<file path="config.mk">
export PLATFORM = sky130hd
export DESIGN_NAME = mips_regfile
export DESIGN_NICKNAME = d
export VERILOG_FILES = /design/src/rtl/regfile_pkg.sv /design/src/rtl/regfile_rdport.sv /design/src/rtl/mips_regfile.sv
export SDC_FILE = /design/constraint.sdc
export NUM_CORES = 2
export LEC_CHECK = 0
export CAP_MARGIN = 30
export CELL_PAD_IN_SITES_DETAIL_PLACEMENT = 1
export CELL_PAD_IN_SITES_GLOBAL_PLACEMENT = 1
export CORE_MARGIN = 1.5
export CORE_UTILIZATION = 54
export DETAILED_ROUTE_END_ITERATION = 12
export DONT_BUFFER_PORTS = 1
export GPL_TIMING_DRIVEN = 0
export PLACE_DENSITY = 0.88
export SLEW_MARGIN = 25
export SYNTH_ARGS = -nofsm -noshare
export SYNTH_HDL_FRONTEND = slang
export SYNTH_HIERARCHICAL = 1
export SYNTH_SLANG_ARGS = --single-unit
</file>
<file path="constraint.sdc">
create_clock -name clock -period 42.5 [get_ports clock]
set_input_delay 8.5 -clock clock [delete_from_list [all_inputs] [get_ports clock]]
set_output_delay 8.5 -clock clock [all_outputs]
set_load 0.01 [all_outputs]
</file>
<file path="src/rtl/regfile_pkg.sv">
// Shared constants for the MIPS register file and its read ports.
package regfile_pkg;

  localparam int unsigned DATA_W_DEF = 32;
  localparam int unsigned ADDR_W_DEF = 5;
  localparam int unsigned NUM_RD_DEF = 2;
  localparam int unsigned DEPTH      = 2 ** ADDR_W_DEF;

endpackage : regfile_pkg

</file>
<file path="src/rtl/regfile_rdport.sv">
// One registered read port: storage mux, write-first bypass and output flops.
module regfile_rdport
  import regfile_pkg::*;
#(
  parameter int unsigned DATA_W = DATA_W_DEF,
  parameter int unsigned ADDR_W = ADDR_W_DEF,
  parameter int unsigned DEPTH  = 2 ** ADDR_W
) (
  input  logic                          clock,
  input  logic                          reset,
  input  logic                          rd_en_i,
  input  logic [ADDR_W-1:0]             rd_addr_i,
  input  logic [DEPTH-1:0][DATA_W-1:0]  regs_i,
  input  logic [DEPTH-1:0]              pend_i,
  input  logic                          wr_act_i,
  input  logic [ADDR_W-1:0]             wr_addr_i,
  input  logic [DATA_W-1:0]             wr_data_i,
  output logic [DATA_W-1:0]             rd_data_o,
  output logic                          rd_valid_o,
  output logic                          rd_pend_o
);

  logic [DATA_W-1:0] rd_data_q, rd_data_d;
  logic              rd_valid_q, rd_valid_d;
  logic              rd_pend_q, rd_pend_d;
  logic              wr_hit_c;

  // Next-state: a same-cycle write to the read address wins and clears the pending view.
  always_comb begin
    rd_data_d  = rd_data_q;
    rd_pend_d  = rd_pend_q;
    rd_valid_d = 1'b0;
    wr_hit_c   = wr_act_i && (wr_addr_i == rd_addr_i);
    if (rd_en_i) begin
      rd_valid_d = 1'b1;
      if (wr_hit_c) begin
        rd_data_d = wr_data_i;
        rd_pend_d = 1'b0;
      end else begin
        rd_data_d = regs_i[rd_addr_i];
        rd_pend_d = pend_i[rd_addr_i];
      end
    end
  end

  // Output registers; reset clears them without waiting for a clock edge.
  always_ff @(posedge clock or posedge reset) begin
    if (reset) begin
      rd_data_q  <= '0;
      rd_valid_q <= 1'b0;
      rd_pend_q  <= 1'b0;
    end else begin
      rd_data_q  <= rd_data_d;
      rd_valid_q <= rd_valid_d;
      rd_pend_q  <= rd_pend_d;
    end
  end

  assign rd_data_o  = rd_data_q;
  assign rd_valid_o = rd_valid_q;
  assign rd_pend_o  = rd_pend_q;

endmodule : regfile_rdport

</file>
<file path="src/rtl/mips_regfile.sv">
// MIPS-style register file with per-register pending scoreboard and N read ports.
module mips_regfile
  import regfile_pkg::*;
#(
  parameter int unsigned DATA_W   = DATA_W_DEF,
  parameter int unsigned ADDR_W   = ADDR_W_DEF,
  parameter int unsigned NUM_RD   = NUM_RD_DEF,
  parameter int unsigned ZERO_REG = 1
) (
  input  logic                       clock,
  input  logic                       reset,
  input  logic [NUM_RD-1:0]          rd_en,
  input  logic [NUM_RD*ADDR_W-1:0]   rd_addr,
  output logic [NUM_RD*DATA_W-1:0]   rd_data,
  output logic [NUM_RD-1:0]          rd_valid,
  output logic [NUM_RD-1:0]          rd_pend,
  input  logic                       wr_en,
  input  logic [ADDR_W-1:0]          wr_addr,
  input  logic [DATA_W-1:0]          wr_data,
  input  logic                       iss_en,
  input  logic [ADDR_W-1:0]          iss_addr,
  output logic [(2**ADDR_W)-1:0]     pend_vec
);

  localparam int unsigned RF_DEPTH = 2 ** ADDR_W;
  localparam logic        ZERO_EN  = (ZERO_REG != 0);

  logic [RF_DEPTH-1:0][DATA_W-1:0] regs_q, regs_d;
  logic [RF_DEPTH-1:0]             pend_q, pend_d;
  logic                            wr_act_c;
  logic                            iss_act_c;

  // Register 0 swallows writes and issues when it is hardwired to zero.
  always_comb begin
    wr_act_c  = wr_en  && !(ZERO_EN && (wr_addr  == '0));
    iss_act_c = iss_en && !(ZERO_EN && (iss_addr == '0));
  end

  // Next-state storage and scoreboard: write clears pending, a same-cycle issue sets it again.
  always_comb begin
    regs_d = regs_q;
    pend_d = pend_q;
    if (wr_act_c) begin
      regs_d[wr_addr] = wr_data;
      pend_d[wr_addr] = 1'b0;
    end
    if (iss_act_c) begin
      pend_d[iss_addr] = 1'b1;
    end
  end

  // Storage and pending state.
  always_ff @(posedge clock or posedge reset) begin
    if (reset) begin
      regs_q <= '0;
      pend_q <= '0;
    end else begin
      regs_q <= regs_d;
      pend_q <= pend_d;
    end
  end

  assign pend_vec = pend_q;

  // One independent read port per requested slot.
  for (genvar p = 0; p < NUM_RD; p++) begin : g_rdport
    regfile_rdport #(
      .DATA_W (DATA_W),
      .ADDR_W (ADDR_W),
      .DEPTH  (RF_DEPTH)
    ) u_rdport (
      .clock      (clock),
      .reset      (reset),
      .rd_en_i    (rd_en[p]),
      .rd_addr_i  (rd_addr[p*ADDR_W +: ADDR_W]),
      .regs_i     (regs_q),
      .pend_i     (pend_q),
      .wr_act_i   (wr_act_c),
      .wr_addr_i  (wr_addr),
      .wr_data_i  (wr_data),
      .rd_data_o  (rd_data[p*DATA_W +: DATA_W]),
      .rd_valid_o (rd_valid[p]),
      .rd_pend_o  (rd_pend[p])
    );
  end

endmodule : mips_regfile

</file>
==> run_results.csv <==
group,metric,value,unit
pwr,leakage,0.0296,uW
floorplanning,core,111000,um2
floorplanning,die_w,337,um
detailed_routing,drtPass1Iterations,8,
global_routing,grt_max_degree,103,
floorplanning,start_util,54.5,%
sta,worstMarginPinSlew,1.22,ns
sta,drv_slew,0,
floorplanning,die-area,114000,um2
logic_synthesis,synth-seq-cells,1124,
sta,fmax,0.0875,GHz
sta,timing.hold.ws,0.485,ns
layout,fill_cells,10509,
clock_network,cts_tree,"done",
worst_setup_path,critPathArrivalTime,12.10,ns
placed_design,dp_hpwl,192000,um
logic_synthesis,avgSynthCellArea,13.5,um2
worst_setup_path,worstSetupPathType,"input port to flip-flop",
placed_design,gp_congestion,1.05,
logic_synthesis,ys_warn_count,6,
detailed_routing,drtIter0Drc,7432,
layout,area_delta_synth_final,11.1,%
floorplanning,rows,122,
clock_network,cts_sinks,1124,
logic_synthesis,ys_top_cells_by_count,"1124 x dfrtp_1, 994 x mux2_2, 372 x mux2_1, 260 x mux4_2, 250 x mux2i_1",
sta,rsz0062_at_grt,"false",
clock_network,cts_max_path_buffers,3,
logic_synthesis,synthFlopType,"dfrtp_1",
layout,drive_gt1_share,37.7,%
logic_synthesis,ys_seq_area_share,46.6,%
clock_network,numCtsBuffers,119,
worst_setup_path,crit_end,"g_rdport[1].u_rdport/rd_data_o[29]$_DFFE_PP0P_",
clock_network,clkLatencyLatePin,0.80,ns
job,drv_cap,0,
sta,period_minus_slack,11.42,ns
min_path,hold_path_class,"flip-flop to flip-flop",
global_routing,grt_pass1_vias,51161,
worst_setup_path,path_max_fanout,10,
clock_network,hold_buffers,0,
logic_synthesis,yosys.area.top_type,"dfrtp_1",
global_routing,grt-ovfl-total,0,
sta,fin_worst_skew,0.0393,ns
layout,final_nets,4684,
logic_synthesis,synth.area.top_cells,"dfrtp_1 47%, mux2_2 19%, mux4_2 9.7%",
logic_synthesis,synth_top_area_share,46.6,%
worst_setup_path,cp_data_required_time,43.17,ns
logic_synthesis,syn_area,60300,um2
pwr,power_density,49.6,nW/um2
layout,fin_util,60.6,%
detailed_routing,num_vias,49367,
logic_synthesis,synth.most_common_cell,"dfrtp_1",
worst_setup_path,r2r-end,"g_rdport[0].u_rdport/rd_data_o[18]$_DFFE_PP0P_",
clock_network,cts_root_buf,"clkbuf_16",
sta,finalHoldViolCount,0,
global_routing,track_usage,49.7,%
clock_network,postCtsSetupRepairBufs,0,
clock_network,ctsResizeCount,0,
floorplanning,ioPinCount,158,
pwr,power,3330,uW
worst_setup_path,reg2regPathDepth,5,
pwr,vdd_ir_drop_max,0.0357,mV
sta,max_slew_margin,18.5,%
sta,post-route-period-util,26.9,%
clock_network,htree_levels,3,
layout,finish.instance_area,67000,um2
worst_setup_path,start_kind,"input port",
global_routing,grt_pass1_wl,393000,um
logic_synthesis,synth.net_count,4532,
sta,report.final.setup_viol,0,
detailed_routing,final_antenna_net_count,0,
logic_synthesis,synth_edf_count,0,
logic_synthesis,synth_cell_types,52,
worst_setup_path,rr_startpoint,"regs_q[1010]$_DFFE_PP0P_",
detailed_routing,via_per_inst,7.92,
floorplanning,die_h,337,um
placed_design,port_buffers,0,
clock_network,clk_pin_slew,0.06,ns
worst_setup_path,cp-end-kind,"flip-flop",
detailed_routing,drc,0,
detailed_routing,drt-total-wl,283000,um
detailed_routing,route.detailed.wl_per_inst,45.3,um
placed_design,placement.cell_area,62700,um2
worst_setup_path,r2r_setup_slack,39.87,ns
worst_setup_path,worstSetupStartpoint,"rd_addr[6]",
outcome,status,"finished, final reports clean",
logic_synthesis,syn_inst,4474,
global_routing,antenna_found_initial,29,
logic_synthesis,async_flop_share,100,%
report_power, final:
part           leakage [uW]  internal (uW)  total, uW  switching [uW]
Clock               0.00206            660       1140             478
Combinational        0.0131            347        713             366
Sequential           0.0144           1270       1480             206
Total                0.0296           2280       3330            1050
cells in the final DEF, fill, tap and decap left out, drive strengths merged, types with 36 or more instances in the layout:
cell type  instances
a211oi            60
a221oi            52
a22oi             38
buf              293
clkbuf           403
dfrtp           1124
inv               36
mux2            1366
mux2i            250
mux4             260
nand2             39
nand3             64
nor2             128
nor2b             40
nor3              50
o21ai             80
o221ai            64
o22ai            180
area by class of cell:
class	count	area (um2)	share of cell area [%]
Buffer	490	2420	3.60
Inverter	33	131	0.196
Timing Repair Buffer	31	567	0.846
Tap cell	1488	1860	2.78
Multi-Input combinational cell	2827	29700	44.3
Clock inverter	40	528	0.788
Clock buffer	175	3630	5.42
Antenna cell	25	62.6	0.0933
Sequential cell	1124	28100	42.0
sequential cells by signal, summed over array words and instances, names as in the netlist:
signal / cells
regs_q: 1024
g_rdport.u_rdport/rd_data_o: 64
pend_vec: 32
g_rdport.u_rdport/rd_pend_o: 2
g_rdport.u_rdport/rd_valid_o: 2
metal layers:
| metal | track usage (%) | wire, um | up-vias |
|---|---|---|---|
| li1 | - | - | 17297 |
| met1 | 56.8 | 92800 | 25144 |
| met2 | 68.8 | 115000 | 5069 |
| met3 | 25.4 | 44600 | 1831 |
| met4 | 40.7 | 29700 | 26 |
| met5 | 4.64 | 813 | - |
how the worst min path moves through the flow:
stage / from / endpoint / slack, ns / depth (start not counted)
global placement: regs_q[23]$_DFFE_PP0P_ / regs_q[23]$_DFFE_PP0P_ / 0.45 / 1
global route: regs_q[28]$_DFFE_PP0P_ / regs_q[28]$_DFFE_PP0P_ / 0.50 / 1
CTS: regs_q[12]$_DFFE_PP0P_ / regs_q[12]$_DFFE_PP0P_ / 0.49 / 1
detailed placement: regs_q[7]$_DFFE_PP0P_ / regs_q[7]$_DFFE_PP0P_ / 0.47 / 1
floorplan: regs_q[0]$_DFFE_PP0P_ / regs_q[0]$_DFFE_PP0P_ / 0.44 / 1
finish: regs_q[16]$_DFFE_PP0P_ / regs_q[16]$_DFFE_PP0P_ / 0.48 / 1
cell families after synthesis:
group                     synth area share [%]
buffers and inverters                     4.19
DFF                                       46.6
AOI/OAI and AO/OA                         6.15
muxes                                     39.3
and+or+nand+nor                           3.56
xor gates and xnor gates                 0.145
stage by stage:
step	cells	setup TNS (ns)	setup slack, ns
final	6233	0	31.08
after global placement	5962	-7354.14	-7.18
after CTS	6197	0	31.50
after floorplan	4474	0	4.28
after detailed placement	5982	0	30.74
after global routing	6208	0	31.37
critical path, stage by stage:
cell	delay (ns)
buf_2	0.20
nand2b_1	0.18
buf_1	0.74
clkbuf_1	0.86
o22ai_1	0.15
nor3_1	0.91
nor4_1	0.25
a211oi_1	0.29
No activity file was read; power rests on OpenSTA's default activity.
